$ cat config.mk
export PLATFORM = sky130hd
export DESIGN_NAME = pipe_sink_fifo
export DESIGN_NICKNAME = d
export VERILOG_FILES = /design/src/rtl/pipe_sink_fifo.sv
export SDC_FILE = /design/constraint.sdc
export NUM_CORES = 1
export LEC_CHECK = 0
export ABC_AREA = 0
export BUFFER_PORTS_ARGS = -buffer_cell sky130_fd_sc_hd__buf_2
export CORE_MARGIN = 3
export CORE_UTILIZATION = 45
export DETAILED_ROUTE_END_ITERATION = 8
export GPL_ROUTABILITY_DRIVEN = 0
export HOLD_SLACK_MARGIN = 0.15
export PLACE_DENSITY = 0.62
export SETUP_SLACK_MARGIN = 0.4
export SKIP_LAST_GASP = 1
export SLEW_MARGIN = 0
export SYNTH_ARGS = -nofsm -noshare
export SYNTH_HDL_FRONTEND = slang
export SYNTH_SLANG_ARGS = --single-unit
$ cat constraint.sdc
create_clock -name clock -period 2.4 [get_ports clock]
set_input_delay 0.48 -clock clock [delete_from_list [all_inputs] [get_ports clock]]
set_output_delay 0.48 -clock clock [all_outputs]
set_load 0.05 [all_outputs]
$ cat src/rtl/pipe_sink_fifo.sv
// Sink stage for the pipe register chain: buffers up to DEPTH words and re-issues them over valid/ready.
// Optional occupancy outputs (level, afull) are enabled with `define PIPE_SINK_LEVEL_EN.
module pipe_sink_fifo #(
   parameter int DSIZE = 8,
   parameter int DEPTH = 4
) (
   input  logic             clock,
   input  logic             rst_n,
   input  logic             in_valid,
   input  logic [DSIZE-1:0] in_data,
   output logic             low_empty,
   output logic             out_valid,
   output logic [DSIZE-1:0] out_data,
   input  logic             out_ready
`ifdef PIPE_SINK_LEVEL_EN
   ,
   output logic [$clog2(DEPTH):0] level,
   output logic                   afull
`endif
);

   localparam int AW = $clog2(DEPTH);
   localparam logic [AW:0]   CNT_FULL  = (AW+1)'(DEPTH);
   localparam logic [AW:0]   CNT_ONE   = (AW+1)'(1);
   localparam logic [AW-1:0] PTR_ONE   = AW'(1);

   logic [DSIZE-1:0] mem [DEPTH];
   logic [AW-1:0]    wp;
   logic [AW-1:0]    rp;
   logic [AW:0]      cnt;
   logic             push;
   logic             pop;

   // Handshake flags come only from cnt, so upstream never sees a path from out_ready.
   assign low_empty = (cnt != CNT_FULL);
   assign out_valid = (cnt != '0);
   assign out_data  = out_valid ? mem[rp] : '0;
   assign push      = in_valid && low_empty;
   assign pop       = out_valid && out_ready;

   always_ff @(posedge clock) begin
      if (push) begin
         mem[wp] <= in_data;
      end
   end

   always_ff @(posedge clock) begin
      if (!rst_n) begin
         wp  <= '0;
         rp  <= '0;
         cnt <= '0;
      end else begin
         if (push) begin
            wp <= wp + PTR_ONE;
         end
         if (pop) begin
            rp <= rp + PTR_ONE;
         end
         if (push && !pop) begin
            cnt <= cnt + CNT_ONE;
         end else if (pop && !push) begin
            cnt <= cnt - CNT_ONE;
         end
      end
   end

`ifdef PIPE_SINK_LEVEL_EN
   localparam logic [AW:0] CNT_AFULL = (AW+1)'(DEPTH - 1);

   assign level = cnt;
   assign afull = (cnt >= CNT_AFULL);
`endif

endmodule
Word-level counts from Yosys, hierarchy flattened
Memories as Yosys holds them, arrays and structs flattened. A register that Yosys moved wholly into a read port is not among the register bits.
Index checks and enable logic that the tools add are counted.
Widths: inputs -> output; s select.

word-level totals
  bits in registers = 7
  RAM bits = 32
  input port bits = 12
  output and inout port bits = 10
  word-level logic and storage cells = 24
  memories = 1

operators by class
  $add $sub $neg = 4
  equality and inequality tests = 1
  mux-type cells = 7
  reduce and logical (&&, ||, !) cells = 8

memories
  name  words  width  read ports  clocked after memory_dff  write ports  RTL line  RTL
  mem   4      8      1           1                         1            27        logic [DSIZE-1:0] mem [DEPTH];

operators with widths
  cell                 number
  $mux 8               1
  $mux 3               2
  $add 2x1->2 const B  2
  $logic_and 1x1->1    4
  $mux 2               2
  $add 3x1->3 const B  1
  $ne 3x3->1 const B   1
  $reduce_bool 3->1    1
  $sub 3x1->3 const B  1
  $logic_not 1->1      2
  $mux 1               2
  $reduce_bool 2->1    1

Depth between registers and ports, before layout
Gate-level depths: netlist (run 1).

  depth after elaboration = 6
  mapped depth = 8
  gate-level depth less buffers = 8

Worst setup path before layout (run 1)
Ideal clock, no wire load.

  path kind = register -> register
  start point = register cnt[0]
  end point = register cnt[2]
  library setup time = 0.076 ns
  data arrival time = 1.985 ns
  data required time = 2.324 ns
  setup slack = 0.340 ns
  cell stages (with the launch flop) = 9
  buffers on the path = 0
  clock period less this slack = 2.060 ns
  path through = dfxtp_1 nor2_1 a21boi_2 ha_1 inv_1 fa_1 xor2_1 or3_1 a21boi_0

on the way
  word-level cells in the longest chain between the ends = 5
  elaborated cells between the ends (all ways) = 13
  those cells by class = add/sub: 2; eq/ne: 1; mux: 2; reduce/logical: 8

RTL lines
  what                         RTL line  RTL
  start, declared              30        logic [AW:0] cnt;
  start signal, assigned       60        cnt <= cnt + CNT_ONE;
  start signal, assigned       62        cnt <= cnt - CNT_ONE;
  $ne 3x3->1 (*)               35        assign low_empty = (cnt != CNT_FULL);
  $logic_and 1x1->1 (*)        38        assign push = in_valid && low_empty;
  via push                     31        logic push;
  $logic_not 1->1              61        end else if (pop && !push) begin
  $logic_and 1x1->1            61
  $reduce_bool 2->1 (no line)  --

Mark *: on every way through the listed nets, which the timed path passes. The rest lies on a longest branch. The select of a mux whose other input is x is not followed.
A chain may end at the register's enable or synchronous reset.

==> metrics.txt, run 1 <==
outcome=complete, no violations; initial antenna violation count=0; Root Buffer=clkbuf_8; critical path type=flip-flop to output pin; clock-pin transition on the worst setup and hold timing paths=0.07 ns; Reg2Reg Depth=7; worst rel slew slack=0.692; crit path buf inv count=2; row cnt=21; drt drc=0; layout cells sized above 1=0.433; DP HPWL=1770 um; Synth cell types=25; worst r2r src=cnt[1]; pwr dens=1260 nW/um2; Hold Startpoint=in_data[7]; worst-path cell chain=buf_12 -> mux4_2 -> nor2b_4 -> buf_6; Worst path max stage delay=0.49 ns; Final TNS setup=0 ns; Syn. warnings=0; final worst path period need=2.05 ns; Peak VDD IR=0.709 mV; Avg Cell Area, Syn=17.0 um2; synthesized area=1720 um2; # IOs=22; WHS Endpoint=mem[3][7]; gr ovfl total=0; Net Sw Frac=0.346; Mapped Cells=101; clock tree from TritonCTS=built; Fin. Hold Viols=0; GRT Util Overall=0.141; Worst Skew=0.00538 ns; Die Y=67.7 um; commonest non-fill, non-tap cells in the layout=edfxtp_1 (32), buf_2 (13), mux4_2 (8), buf_6 (8), and2_1 (7); FF-to-FF End=cnt[2]; Via density=4.99; TritonCTS Sinks=41; syn nets=119; Int Pwr=1.80 mW; setup slack after placement=0.212 ns; largest net degree at the start of global routing=13; Die Area=4590 um2; final setup vio count=0; Hold Path Stages=1; area delta synth->final=27.1%; crit end category=output pin; Max Freq=0.488 GHz; Worst-Skew Late Latency=0.28 ns; fin nets=151; Yosys reg bits=41; Worst path top cell family by delay=multiplexers; Final Max Slew Viols=0; Hold Crit Class=input port to flip-flop; leak pwr=0.805 nW; WHS=0.408 ns; first-pass GRT wire length=4450 um; Switch Pwr=0.951 mW; CTS buffer count=5; most common cell after layout, fill and taps aside=edfxtp_1; RSZ-0062 raised after global routing=true; DR vias=899; Flop pwr share=0.356; Pre-antenna DRT Iters=3; Critical Path AT=1.57 ns; worst setup margin=0.350 ns; count of buffers from port buffering=21; CTS Buffer Depth=2; ANT cells=0; Comb pwr share=0.445; starting density of the core=0.491; sequential element share of the synthesized area=0.665; startpoint types=flip-flop; Wirelength per Cell=14.9 um; crit share post-route=0.854; Maximum Capacitance Violations=0; H-tree depth=2; Die X=67.7 um; First DRT Iteration DRCs=23; Routed Antenna Nets=0; Slew @ Worst Pin=0.462 ns; Final Core Density=0.624; core area=3490 um2; Reg2Reg Setup Slack=0.44 ns; multi-input combinational cell area=582 um2; final WL=2680 um; # fillers=250; Clk network pwr share=0.199; CP max stage cell=mux4_2; WP data required=1.92 ns; vias in the first global route=906; Storage cell area=1160 um2; CP Max Fanout=5
[worst max path at each step]
stage | from | to | cells past startpoint | slack (ns)
2_1_floorplan | in_valid | cnt[2] | 7 | 0.44
3_3_place_gp | in_valid | cnt[2] | 8 | 0.32
3_5_place_dp | in_valid | cnt[2] | 8 | 0.21
4_1_cts | flip-flop | out_data[0] | 4 | 0.34
5_1_grt | flip-flop | out_data[2] | 4 | 0.30
6_report | flip-flop | out_data[0] | 4 | 0.35
[cells in the mapped netlist, drive strengths merged]
| cell | n | area, um2 |
|---|---|---|
| a21boi | 3 | 26.3 |
| and2 | 7 | 43.8 |
| buf | 1 | 11.3 |
| clkbuf | 3 | 16.3 |
| dfxtp | 9 | 180 |
| edfxtp | 32 | 961 |
| fa | 1 | 20.0 |
| ha | 5 | 62.6 |
| inv | 4 | 15.0 |
| mux2i | 3 | 30.0 |
| mux4 | 8 | 180 |
| nand2 | 6 | 22.5 |
| nor2 | 1 | 3.75 |
| nor2b | 9 | 71.3 |
| nor3 | 1 | 10.0 |
| o21ai | 2 | 10.0 |
| o31ai | 1 | 12.5 |
| or3 | 2 | 12.5 |
| xnor2 | 2 | 17.5 |
| xor2 | 1 | 8.76 |
[repair_timing]
item                                    in CTS  in global routing
resized for setup                           32                  1
setup buffers                                5                  2
pin swaps                                    4                  4
endpoints found under the setup margin      10                  9
hold buffers                                 0                  0
hold endpoints to repair                     0                  0
[metal layers]
layer | GRT usage | wire length (um) | vias up
li1 | - | - | 435
met1 | 0.176 | 1120 | 444
met2 | 0.235 | 1420 | 16
met3 | 0.0416 | 116 | 4
met4 | 0.0456 | 23 | 0
met5 | 0 | 0 | -
[metrics by stage]
step                area [um2]  cells  power [mW]
floorplan                 1730    101        1.72
global placement          1880    165        1.90
detailed placement        1880    165        1.92
CTS                       2160    178        2.77
global route              2180    180        2.90
finish                    2180    180        2.75
[registers in the layout, indices dropped and copies added (netlist names), named ones only]
name,count
cnt,3
mem,32
rp,2
wp,2
[power by group through the flow]
| stage | registers, mW | logic (mW) | clock network (mW) |
|---|---|---|---|
| after floorplan | 0.940 | 0.782 | 0 |
| after global placement | 0.977 | 0.922 | 0 |
| after detailed placement | 0.983 | 0.942 | 0 |
| after CTS | 0.982 | 1.22 | 0.569 |
| after global routing | 0.995 | 1.31 | 0.599 |
| final | 0.979 | 1.22 | 0.549 |
[area by class of cell]
cell class              instances  area share
flip-flops and latches         41       0.530
clock buffers                   7      0.0396
well taps                      46      0.0264
repair buffers                 29       0.116
clock inverters                 1      0.0138
inverters                       4     0.00689
multi-input cells              52       0.267
[cell families after synthesis]
kind of cell	share of synthesized area
adder cells (fa/ha/maj)	0.0481
multiplexers	0.123
flip-flops	0.665
AO/OA/AOI/OAI	0.0284
AND/OR/NAND/NOR	0.0955
buffers and inverters	0.0248
XOR/XNOR	0.0153
Note: power is estimated with default switching activity, not from simulation.
==> run 2, diff against run 1 <==
==> constraint.sdc (replaced) <==
create_clock -name clock -period 2.4 [get_ports clock]
set_input_delay 0.12 -clock clock [delete_from_list [all_inputs] [get_ports clock]]
set_output_delay 0.12 -clock clock [all_outputs]
set_load 0.05 [all_outputs]
==> run 2 against run 1 <==
  * Non-clock buffer count is 6 higher
  * Largest cell class unchanged
  * Die area is the same
  * Sequential share of layout area rose by 1.4 points
  * Clock power grew 2%
  * Total power is 9.4% lower
  * Count of clock-buffer cells in the layout unchanged
==> metrics.txt, run 2 (synthesis results as in run 1) <==
outcome=complete, no violations; largest reg by FF count=mem; Root Buffer=clkbuf_8; # IOs=22 (unchanged); First DRT Iteration DRCs=65 (+180%); worst rel slew slack=0.711 (+0.0190); biggest regs=mem: 32 flops, cnt: 3 flops; final setup vio count=0 (unchanged); final WL=2720 um (+1.5%); ANT cells=0 (unchanged); DR vias=931 (+3.6%); multi-input combinational cell area=543 um2 (-6.7%); Hold Crit Class=input port to flip-flop; Final Max Slew Viols=0 (unchanged); fin nets=157 (+4.0%); CP max stage cell=dfxtp_4; drt drc=0 (unchanged); clock tree from TritonCTS=built; placed insts=166 (+0.61%); startpoint types=flip-flop; first-pass GRT wire length=4380 um (-1.6%); Maximum Capacitance Violations=0 (unchanged); Max Freq=0.517 GHz (+5.9%); Peak VDD IR=0.986 mV (+39%); setup slack after placement=0.302 ns (+0.0902 ns); GRT Util Overall=0.138 (-0.00347); pwr dens=1180 nW/um2 (-6.5%); leak pwr=0.784 nW (-2.6%); Worst path max stage delay=0.37 ns (-0.12 ns); CP Max Fanout=4 (-1); crit path buf inv count=1 (-1); layout cells sized above 1=0.364 (-0.0686); Final Core Density=0.604 (-0.0193); commonest non-fill, non-tap cells in the layout=edfxtp_1 (32), buf_2 (21), mux4_2 (8), dlygate4sd3_1 (8); Via density=5.01 (+0.22%); H-tree depth=2 (unchanged); Final TNS setup=0 ns (unchanged); area delta synth->final=23.1%; starting density of the core=0.491 (unchanged); # fillers=266 (+6.4%); most common cell after layout, fill and taps aside=edfxtp_1; TritonCTS Sinks=41 (unchanged); initial antenna violation count=0 (unchanged); row cnt=21 (unchanged); CTS Buffer Depth=2 (unchanged); Storage cell area=1150 um2 (-0.54%); Fin. Hold Viols=0 (unchanged); Wirelength per Cell=14.6 um (-1.8%); fin cells=186 (+3.3%); Pre-antenna DRT Iters=4 (+1); Slew @ Worst Pin=0.433 ns (-0.0291 ns); RSZ-0062 raised after global routing=false; count of buffers from port buffering=21 (unchanged); largest net degree at the start of global routing=13 (unchanged); Routed Antenna Nets=0 (unchanged); final worst path period need=1.94 ns (-0.115 ns); CTS buffer count=5 (unchanged); Worst-Skew Late Latency=0.29 ns (about the same); WP data required=2.62 ns (+0.70 ns); clock-pin transition on the worst setup and hold timing paths=0.07 ns (about the same); crit share post-route=0.806 (-0.0478); Die X=67.7 um (unchanged); Die Area=4590 um2 (unchanged); Critical Path AT=2.16 ns (+0.59 ns); critical path type=flip-flop to flip-flop; Worst path top cell family by delay=adder cells; core area=3490 um2 (unchanged); DP HPWL=1840 um (+4.1%); Post-DP Area=1870 um2 (-0.67%); Worst Skew=0.00640 ns (+0.00103 ns); worst setup margin=0.465 ns (+0.115 ns); worst-path cell chain=o31ai_4 -> ha_2 -> inv_1 -> fa_1 -> xor2_1 -> or3_1 -> a21boi_1; vias in the first global route=943 (+4.1%); gr ovfl total=0 (unchanged); crit end category=flip-flop; Largest register FFs=32 (unchanged); Final Cell Area=2110 um2 (-3.1%); Die Y=67.7 um (unchanged)
==> run 2: changes by cell type in the layout (fill, tap and decap cells not counted), sizes merged <==
cell / previous run / this run
buf: 29 / 27
dlygate4sd3: 0 / 8
==> run 2: final timing paths <==
path / start / end / slack, ns / cells after the start
worst min-delay path: rst_n / cnt[0] / 0.17 / 2
worst max-delay path: cnt[0] / cnt[2] / 0.46 / 7
worst max register to register: cnt[0] / cnt[2] / 0.46 / 7
worst min register to register: rp[1] / flip-flop / 0.49 / 2
==> run 2: worst register-to-register path, cell delays in order, from the launching register on <==
cell and delay (ns):
dfxtp_4 0.37, o31ai_4 0.26, ha_2 0.22, inv_1 0.05, fa_1 0.37, xor2_1 0.17
or3_1 0.31, a21boi_1 0.13
==> run 2: layout make-up <==
class	instances	share of cell area
inverters	4	0.00711
clock buffers	7	0.0409
well taps	46	0.0273
multi-input cells	52	0.257
clock inverters	1	0.0142
flip-flops and latches	41	0.544
repair buffers	35	0.109
==> run 2: metrics by stage <==
step | hold WS (ns) | total power [mW]
floorplan | 0.219 | 1.72
global placement | 0.331 | 1.88
detailed placement | 0.340 | 1.90
CTS | 0.160 | 2.48
global route | 0.167 | 2.64
finish | 0.166 | 2.49
==> run 2: layer usage <==
| metal | track usage | share of wire | vias to the layer above |
|---|---|---|---|
| met5 | 0 | 0 | - |
| met4 | 0.0532 | 0.014 | 0 |
| met3 | 0.0449 | 0.048 | 7 |
| met2 | 0.226 | 0.51 | 24 |
| met1 | 0.168 | 0.43 | 456 |
| li1 | - | - | 444 |
==> run 2: repair_timing <==
action,in CTS,in global routing
gates resized for setup,3,3
endpoints found under the setup margin,9,1
buffers inserted,0,4
hold endpoints to repair,32,0
hold buffers,8,0
pin swaps,0,2
==> run 2: power by group <==
part / switching (mW) / internal [mW] / total, mW
logic: 0.572 / 0.378 / 0.950
clock network: 0.221 / 0.339 / 0.560
registers: 0.103 / 0.882 / 0.984
total: 0.895 / 1.60 / 2.49
==> run 3, diff against run 2 <==
clock period = 2 ns   (was 2.4 ns; I/O delays follow)
==> run 3 against run 2 <==
  * Via count is 2.3% higher
  * Total power is 29% higher
  * Die area unchanged
  * Final area increased by 7.2%
  * Flip-flop and latch count unchanged
  * Sequential power rose by 19%
  * Wire length rose by 7.2%
  * Count of clock-buffer cells in the layout stayed put
  * First-iteration DRC count fell by 14%
  * Maximum frequency grew 1.2%
  * Critical path depth unchanged
  * Critical endpoint unchanged
==> metrics.txt, run 3 (synthesis results as in run 1) <==
count of buffers from port buffering=21 (unchanged); Fin. Hold Viols=0 (unchanged); starting density of the core=0.491 (unchanged); Critical Path AT=2.12 ns (-0.04 ns); row cnt=21 (unchanged); ANT cells=0 (unchanged); Slew @ Worst Pin=0.383 ns (-0.0499 ns); first-pass GRT wire length=4840 um (+11%); multi-input combinational cell area=627 um2 (+15%); fin nets=161 (+2.5%); First DRT Iteration DRCs=56 (-14%); pwr dens=1430 nW/um2 (+21%); final worst path period need=1.91 ns (-0.0232 ns); most common cell after layout, fill and taps aside=edfxtp_1; largest reg by FF count=mem; leak pwr=0.847 nW (+8.0%); crit end category=flip-flop; Final Cell Area=2260 um2 (+7.2%); Peak VDD IR=0.541 mV (-45%); worst r2r src=cnt[0]; Final Max Slew Viols=0 (unchanged); Via density=5.01 (+0.10%); Largest register FFs=32 (unchanged); Reg2Reg Setup Slack=0.09 ns (-0.38 ns); drt drc=0 (unchanged); biggest regs=mem: 32 flops, cnt: 3 flops; initial antenna violation count=0 (unchanged); outcome=complete, no violations; GRT Util Overall=0.151 (+0.0133); Maximum Capacitance Violations=0 (unchanged); WHS Endpoint=rp[1]; Pre-antenna DRT Iters=4 (unchanged); WHS=0.223 ns (+0.0572 ns); DR vias=952 (+2.3%); layout cells sized above 1=0.465 (+0.101); Root Buffer=clkbuf_8; worst setup margin=0.0877 ns (-0.377 ns); crit share post-route=0.956 (+0.150); H-tree depth=2 (unchanged); CTS buffer count=5 (unchanged); DP HPWL=1960 um (+6.5%); # fillers=254 (-4.5%); Post-DP Area=1920 um2 (+2.7%); Reg2Reg Depth=7 (unchanged); final WL=2910 um (+7.2%); worst rel slew slack=0.745 (+0.0333); area delta synth->final=32.0%; Final TNS setup=0 ns (unchanged); RSZ-0062 raised after global routing=true; Hold Crit Class=input port to flip-flop; startpoint types=flip-flop; FF-to-FF End=cnt[2]; Die Area=4590 um2 (unchanged); Routed Antenna Nets=0 (unchanged); WP data required=2.21 ns (-0.41 ns); CP Max Fanout=5 (+1); Die Y=67.7 um (unchanged); Worst-Skew Late Latency=0.29 ns (about the same); core area=3490 um2 (unchanged); Storage cell area=1150 um2 (+0.11%); TritonCTS Sinks=41 (unchanged); final setup vio count=0 (unchanged); CTS Buffer Depth=2 (unchanged); largest net degree at the start of global routing=13 (unchanged); Wirelength per Cell=15.3 um (+4.9%); # IOs=22 (unchanged); Die X=67.7 um (unchanged); commonest non-fill, non-tap cells in the layout=edfxtp_1 (32), buf_2 (13), buf_6 (10); clock tree from TritonCTS=built; clock-pin transition on the worst setup and hold timing paths=0.07 ns (about the same); setup slack after placement=0.0653 ns (-0.237 ns); critical path type=flip-flop to flip-flop; Hold Path Stages=4 (+2); Hold Startpoint=out_ready; Worst Skew=0.00407 ns (-0.00233 ns); gr ovfl total=0 (unchanged); vias in the first global route=1,000 (+6.0%); Max Freq=0.523 GHz (+1.2%); Total Power=3.23 mW (+29%)
[run 3: cell count changes in the layout (fill, tap and decap cells not counted), moves of 4 or more]
cell	delta
buf_6	+10
buf_2	-8
nor2b_1	-6
nor2b_4	+6
and2_1	-4
and2_2	+4
[run 3: power breakdown]
part | switching (mW) | leakage (nW) | internal, mW
Combinational | 0.820 | 0.435 | 0.740
Sequential | 0.107 | 0.369 | 1.06
Clock | 0.256 | 0.0422 | 0.244
[run 3: per-stage QoR]
step	std cells	util
detailed placement	167	0.549
CTS	189	0.637
global placement	167	0.549
global route	190	0.648
finish	190	0.648
floorplan	101	-
[run 3: area by class of cell]
class	instances	share of cell area
multi-input combinational	52	0.277
inverter	4	0.00663
tap	46	0.0254
clock buffer	7	0.0337
timing repair buffer	39	0.147
clock inverter	1	0.00221
sequential	41	0.508
[run 3: layer usage]
layer	wire, um	global-route usage	up-vias	part of all wire
li1	-	-	456	-
met1	1230	0.185	473	0.42
met2	1530	0.253	20	0.52
met3	123	0.0499	3	0.042
met4	33	0.0456	0	0.011
met5	0	0	-	0
[run 3: worst max path at each step]
stage	cells after the start	slack [ns]	startpoint	endpoint
3_5_place_dp	7	0.07	cnt[1]	cnt[2]
6_report	7	0.09	cnt[0]	cnt[2]
4_1_cts	7	0.1	cnt[1]	cnt[2]
2_1_floorplan	7	0.17	cnt[1]	cnt[2]
3_3_place_gp	7	0.15	cnt[1]	cnt[2]
5_1_grt	7	0.002	cnt[0]	cnt[2]
[run 3: worst max-delay path: stages, from the launching register on]
cell	delay, ns
dfxtp_4	0.38
o31ai_4	0.32
ha_4	0.18
inv_2	0.03
fa_2	0.33
xor2_1	0.15
or3_1	0.30
a21boi_1	0.13
[run 3: what timing repair did]
item | in CTS | in global routing
endpoints found under the setup margin | 22 | 26
pin swaps | 4 | 3
setup buffers | 5 | 1
resized for setup | 27 | 12
hold endpoints to repair | 39 | 0
hold buffers | 9 | 0
